<file path="src/rtl/minmax_tracker.sv">
// -----------------------------------------------------------------------------
// minmax_tracker
//   Frame-based running minimum / maximum tracker. Accepts FRAME_LEN samples
//   per frame through a valid/ready handshake, tracks the smallest and largest
//   sample with their 0-based positions, and presents the results for one
//   cycle with an out_valid pulse. Compare mode (signed/unsigned) is latched at
//   the first sample of each frame.
//
//   Optional feature: define MINMAX_RANGE_EN to add the range_val output
//   (max_val - min_val, DATA_W+1 bits, mode-aware).
// -----------------------------------------------------------------------------
module minmax_tracker #(
  parameter int DATA_W    = 8,
  parameter int FRAME_LEN = 16,
  parameter int IDX_W     = 16
) (
  input  logic              clk,
  input  logic              rst_n,
  input  logic              in_valid,
  input  logic [DATA_W-1:0] in_data,
  output logic              in_ready,
  input  logic              signed_mode,
  input  logic              clear,
  output logic [DATA_W-1:0] min_val,
  output logic [DATA_W-1:0] max_val,
  output logic [IDX_W-1:0]  min_idx,
  output logic [IDX_W-1:0]  max_idx,
  output logic              out_valid,
`ifdef MINMAX_RANGE_EN
  output logic [DATA_W:0]   range_val,
`endif
  output logic              busy
);

  typedef enum logic [1:0] {
    IDLE  = 2'd0,
    ACCUM = 2'd1,
    DONE  = 2'd2
  } state_e;

  // Position of the sample that completes a frame.
  localparam logic [IDX_W-1:0] LAST_IDX = IDX_W'(FRAME_LEN - 1);

  state_e              state_q, state_d;
  logic [IDX_W-1:0]    count_q, count_d;
  logic                mode_q, mode_d;
  logic [DATA_W-1:0]   run_min_q, run_min_d;
  logic [DATA_W-1:0]   run_max_q, run_max_d;
  logic [IDX_W-1:0]    run_min_idx_q, run_min_idx_d;
  logic [IDX_W-1:0]    run_max_idx_q, run_max_idx_d;
  logic [DATA_W-1:0]   res_min_q, res_min_d;
  logic [DATA_W-1:0]   res_max_q, res_max_d;
  logic [IDX_W-1:0]    res_min_idx_q, res_min_idx_d;
  logic [IDX_W-1:0]    res_max_idx_q, res_max_idx_d;
  logic                out_valid_q, out_valid_d;
`ifdef MINMAX_RANGE_EN
  logic [DATA_W:0]     range_q, range_d;
`endif
  logic                accept;

  // Strict less-than under the frame's compare mode; strictness keeps the
  // earliest index on ties.
  function automatic logic is_less(input logic [DATA_W-1:0] a,
                                   input logic [DATA_W-1:0] b,
                                   input logic              sgn);
    if (sgn) return $signed(a) < $signed(b);
    else     return a < b;
  endfunction

  assign in_ready  = (state_q != DONE);
  assign accept    = in_valid && in_ready;
  assign busy      = (state_q == ACCUM);
  assign out_valid = out_valid_q;
  assign min_val   = res_min_q;
  assign max_val   = res_max_q;
  assign min_idx   = res_min_idx_q;
  assign max_idx   = res_max_idx_q;
`ifdef MINMAX_RANGE_EN
  assign range_val = range_q;
`endif

  // Next-state and datapath update: accumulate, publish in DONE, clear aborts.
  always_comb begin
    // NOTE: every _d gets a hold default first so no path leaves a latch.
    state_d       = state_q;
    count_d       = count_q;
    mode_d        = mode_q;
    run_min_d     = run_min_q;
    run_max_d     = run_max_q;
    run_min_idx_d = run_min_idx_q;
    run_max_idx_d = run_max_idx_q;
    res_min_d     = res_min_q;
    res_max_d     = res_max_q;
    res_min_idx_d = res_min_idx_q;
    res_max_idx_d = res_max_idx_q;
    out_valid_d   = 1'b0;
`ifdef MINMAX_RANGE_EN
    range_d       = range_q;
`endif

    unique case (state_q)
      IDLE: begin
        if (accept) begin
          run_min_d     = in_data;
          run_max_d     = in_data;
          run_min_idx_d = '0;
          run_max_idx_d = '0;
          count_d       = IDX_W'(1);
          mode_d        = signed_mode;
          state_d       = (FRAME_LEN == 1) ? DONE : ACCUM;
        end
      end
      ACCUM: begin
        if (accept) begin
          if (is_less(in_data, run_min_q, mode_q)) begin
            run_min_d     = in_data;
            run_min_idx_d = count_q;
          end
          if (is_less(run_max_q, in_data, mode_q)) begin
            run_max_d     = in_data;
            run_max_idx_d = count_q;
          end
          count_d = count_q + IDX_W'(1);
          if (count_q == LAST_IDX) state_d = DONE;
        end
      end
      DONE: begin
        res_min_d     = run_min_q;
        res_max_d     = run_max_q;
        res_min_idx_d = run_min_idx_q;
        res_max_idx_d = run_max_idx_q;
        out_valid_d   = 1'b1;
        state_d       = IDLE;
`ifdef MINMAX_RANGE_EN
        // Extend by the frame's sign rule so the difference is exact.
        if (mode_q)
          range_d = {run_max_q[DATA_W-1], run_max_q} - {run_min_q[DATA_W-1], run_min_q};
        else
          range_d = {1'b0, run_max_q} - {1'b0, run_min_q};
`endif
      end
      default: state_d = IDLE;
    endcase

    // Abort wins over everything: drop the frame, keep published results.
    if (clear) begin
      state_d       = IDLE;
      count_d       = '0;
      mode_d        = 1'b0;
      run_min_d     = '0;
      run_max_d     = '0;
      run_min_idx_d = '0;
      run_max_idx_d = '0;
      res_min_d     = res_min_q;
      res_max_d     = res_max_q;
      res_min_idx_d = res_min_idx_q;
      res_max_idx_d = res_max_idx_q;
      out_valid_d   = 1'b0;
`ifdef MINMAX_RANGE_EN
      range_d       = range_q;
`endif
    end
  end

  // State and datapath registers with asynchronous reset.
  always_ff @(posedge clk or negedge rst_n) begin
    if (!rst_n) begin
      state_q       <= IDLE;
      count_q       <= '0;
      mode_q        <= 1'b0;
      run_min_q     <= '0;
      run_max_q     <= '0;
      run_min_idx_q <= '0;
      run_max_idx_q <= '0;
      res_min_q     <= '0;
      res_max_q     <= '0;
      res_min_idx_q <= '0;
      res_max_idx_q <= '0;
      out_valid_q   <= 1'b0;
`ifdef MINMAX_RANGE_EN
      range_q       <= '0;
`endif
    end else begin
      // NOTE: non-blocking so every register samples pre-edge values.
      state_q       <= state_d;
      count_q       <= count_d;
      mode_q        <= mode_d;
      run_min_q     <= run_min_d;
      run_max_q     <= run_max_d;
      run_min_idx_q <= run_min_idx_d;
      run_max_idx_q <= run_max_idx_d;
      res_min_q     <= res_min_d;
      res_max_q     <= res_max_d;
      res_min_idx_q <= res_min_idx_d;
      res_max_idx_q <= res_max_idx_d;
      out_valid_q   <= out_valid_d;
`ifdef MINMAX_RANGE_EN
      range_q       <= range_d;
`endif
    end
  end

endmodule

</file>
<file path="config.mk">
export PLATFORM = sky130hd
export DESIGN_NAME = minmax_tracker
export DESIGN_NICKNAME = d
export VERILOG_FILES = /design/src/rtl/minmax_tracker.sv
export SDC_FILE = /design/constraint.sdc
export NUM_CORES = 1
export LEC_CHECK = 0
export BUFFER_PORTS_ARGS = -buffer_cell sky130_fd_sc_hd__buf_4
export CORE_MARGIN = 2
export CORE_UTILIZATION = 55
export CTS_BUF_LIST = sky130_fd_sc_hd__clkbuf_2
export DETAILED_ROUTE_END_ITERATION = 16
export MAX_ROUTING_LAYER = met4
export PLACE_DENSITY = 0.78
export SLEW_MARGIN = 25
export SYNTH_ARGS = -nofsm -noshare
export SYNTH_HDL_FRONTEND = slang
export SYNTH_SLANG_ARGS = --single-unit
</file>
<file path="constraint.sdc">
create_clock -name clk -period 5.21 [get_ports clk]
set_input_delay 1.042 -clock clk [delete_from_list [all_inputs] [get_ports clk]]
set_output_delay 1.042 -clock clk [all_outputs]
set_load 0.01 [all_outputs]
</file>
==> metrics.md <==
| Metric | Value |
|---|---|
| Crit-path max FO | 24 |
| Initial drt markers | 160 |
| DRC violations left | 0 |
| Synth top area cells | dfrtp_1 (58%), mux2_2 (13%), a22o_1 (5.8%) |
| Total grt overflow | 0 |
| Worst skew pair latency | 0.65 ns |
| Final core utilization | 0.666 |
| Max_cap viols | 0 |
| First-pass GRT wire length | 16300 microns |
| Drt pass-1 iters | 4 |
| Final WS setup | 2.51 ns |
| GRT Util Overall | 0.218 |
| Yosys top cell area share | 0.580 |
| Die Wd | 99.4 microns |
| DP HPWL | 6420 microns |
| Setup repair bufs after CTS | 0 |
| Register bit total from synthesis | 116 |
| ANT cells | 0 |
| Cell type with the largest total area after synthesis | dfrtp_1 |
| # H-tree levels | 4 |
| Peak supply drop | 294 uV |
| Number of CTS-inserted buffers | 17 |
| Worst-path clk slew | 0.19 ns |
| Final Skew | 0.0242 ns |
| Area of the multi-input gates | 1950 sq um |
| Initial Util | 0.572 |
| Arrival time of the worst setup path | 3.25 ns |
| Post-synth EDFFs | 0 |
| Count of different cell masters after synthesis | 44 |
| Register area share after synthesis | 0.580 |
| Crit end category | flip-flop |
| IO Port Bufs | 63 |
| Tcrit/Tclk final | 0.519 |
| Setup TNS | 0 ns |
| Async SR Flop Fraction | 1.00 |
| Fin. Hold Viols | 0 |
| Slew @ Worst Pin | 0.885 ns |
| DP Area | 5540 sq um |
| Root buffer cell | clkbuf_2 |
| Via count | 3212 |
| Final setup viols | 0 |
| Syn Inst Count | 380 |
| Gpl congestion | 0.875 |
| Area growth syn-to-layout | 16.5% |
| Reg area | 2900 sq um |
| Clock Tree Buf Depth | 2 |
| Drt via density | 5.65 |
| Ys Warns | 0 |
| # IOs | 64 |
| Antenna-violating nets left | 0 |
| Final Critical Period | 2.70 ns |
| Relative slew slack | 0.406 |
| Final layout net count | 475 |
| Total Routed Length | 9540 microns |
| Status | complete, no violations |
| PD cells | 299 nW/um^2 |
| Row count | 34 |
| Final Cell Area | 5830 sq um |
| Core Footprint | 8760 sq um |
| RSZ-0062 raised after global routing | false |
| CTS Sinks | 116 |
| CP Launch Type | input pin |
| Routed length per instance | 16.8 microns |
| Main synth FF type | dfrtp_1 |
| Hold buffer count at CTS | 0 |
| Count of final max-slew check failures | 0 |
| Cts repair resizes | 0 |
| Top post-synthesis cells by count | dfrtp_1 (116), mux2_2 (59), a22o_1 (33) |
| Initial antenna violation count | 0 |
| Count leader, synth | dfrtp_1 |
| Cell Area, Synth | 5010 sq um |
| Syn_nets | 408 |
| Synth Area per Inst | 13.2 sq um |
| Critical path data required time | 5.76 ns |
| Largest net degree at the start of global routing | 80 |
| WS Path Type | in2reg |
| Fmax achieved | 370 MHz |
| Pre-CTS setup slack | 1.85 ns |
| CTS tree | done |
| Fill cells | 655 |
| Leakage Power | 2.95 nW |
| Die Y | 99.4 microns |
| Die area | 9890 sq um |
| Share of layout cells above drive strength 1 | 0.365 |
| Hold Path Class | in2async |
| Number of global-route vias before repair | 3252 |
flip-flops by register name (all words and copies together) (netlist names):
name           count
min_val            8
mode_q             1
count_q           16
max_val            8
max_idx           16
run_min_q          8
run_max_idx_q     16
run_min_idx_q     16
run_max_q          8
out_valid          1
state_q            2
min_idx           16
path summary, 6_finish.rpt:
kind                                         from                  endpoint  slack (ns)  depth (start not counted)
min in group clk           state_q[1]$_DFFE_PN0P_    state_q[1]$_DFFE_PN0P_        0.51                          1
max in group asynchronous                   rst_n    state_q[0]$_DFFE_PN0P_        3.85                          2
max                                      in_valid  run_min_q[4]$_DFFE_PN0P_        2.51                          6
max reg2reg                state_q[1]$_DFFE_PN0P_  run_min_q[4]$_DFFE_PN0P_        2.57                          5
min                                         rst_n    min_val[1]$_DFFE_PN0P_        0.37                          1
min reg2reg                state_q[1]$_DFFE_PN0P_    state_q[1]$_DFFE_PN0P_        0.51                          1
cells in the final DEF (no fill, tap or decap), types with 4 or more instances in the layout:
master,instances
a21oi_1,7
a22o_1,33
buf_4,64
bufinv_16,4
clkbuf_2,17
clkinv_4,4
dfrtp_1,116
ha_1,15
inv_1,17
mux2_2,59
mux2_4,4
nand2_1,11
nand3_1,7
nand4_1,4
nor2_1,31
o21ai_0,6
xor2_1,8
cells by family after synthesis:
group                      Yosys count  share of synthesized area
adders and majority gates           15                     0.0375
AOI/OAI and AO/OA                   61                      0.105
xor gates and xnor gates            11                     0.0192
muxes                               65                      0.149
and+or+nand+nor                     78                     0.0772
DFF                                116                      0.580
buffers and inverters               34                     0.0325
worst max-delay path, cell delays in order:
cell      delay (ns)
buf_4           0.13
nand2b_1        0.25
o21ai_1         0.35
o21bai_2        0.35
a31oi_4         0.70
mux2_2          0.42
per-stage QoR:
stage	hold WS [ns]	std cells	total power (W)
final	0.371	568	0.00174
after detailed placement	0.490	536	0.00108
after floorplan	0.465	380	0.00103
after global routing	0.368	568	0.00182
after CTS	0.482	568	0.00176
after global placement	0.488	536	0.00107
per-layer routing:
layer  vias up  share of wire  GRT usage
met2        69           0.47      0.310
met4         0          0.012     0.0748
met3        11          0.039     0.0576
met5         -              0          -
met1      1611           0.48      0.307
li1       1521              -          -
cell type report:
cell class                      count  area share
Timing Repair Buffer               65      0.0843
Tap cell                          108      0.0232
Clock inverter                     15      0.0352
Inverter                           17      0.0109
Sequential cell                   116       0.498
Clock buffer                       17      0.0146
Multi-Input combinational cell    230       0.334
report_power, final:
| group | switching (W) | internal (W) | total, W | leakage (nW) |
|---|---|---|---|---|
| clock | 0.000358 | 0.000321 | 0.000680 | 0.168 |
| combinational | 0.0000809 | 0.0000505 | 0.000131 | 1.18 |
| sequential | 0.0000151 | 0.000916 | 0.000931 | 1.60 |
(Power assumes the default switching activity.)
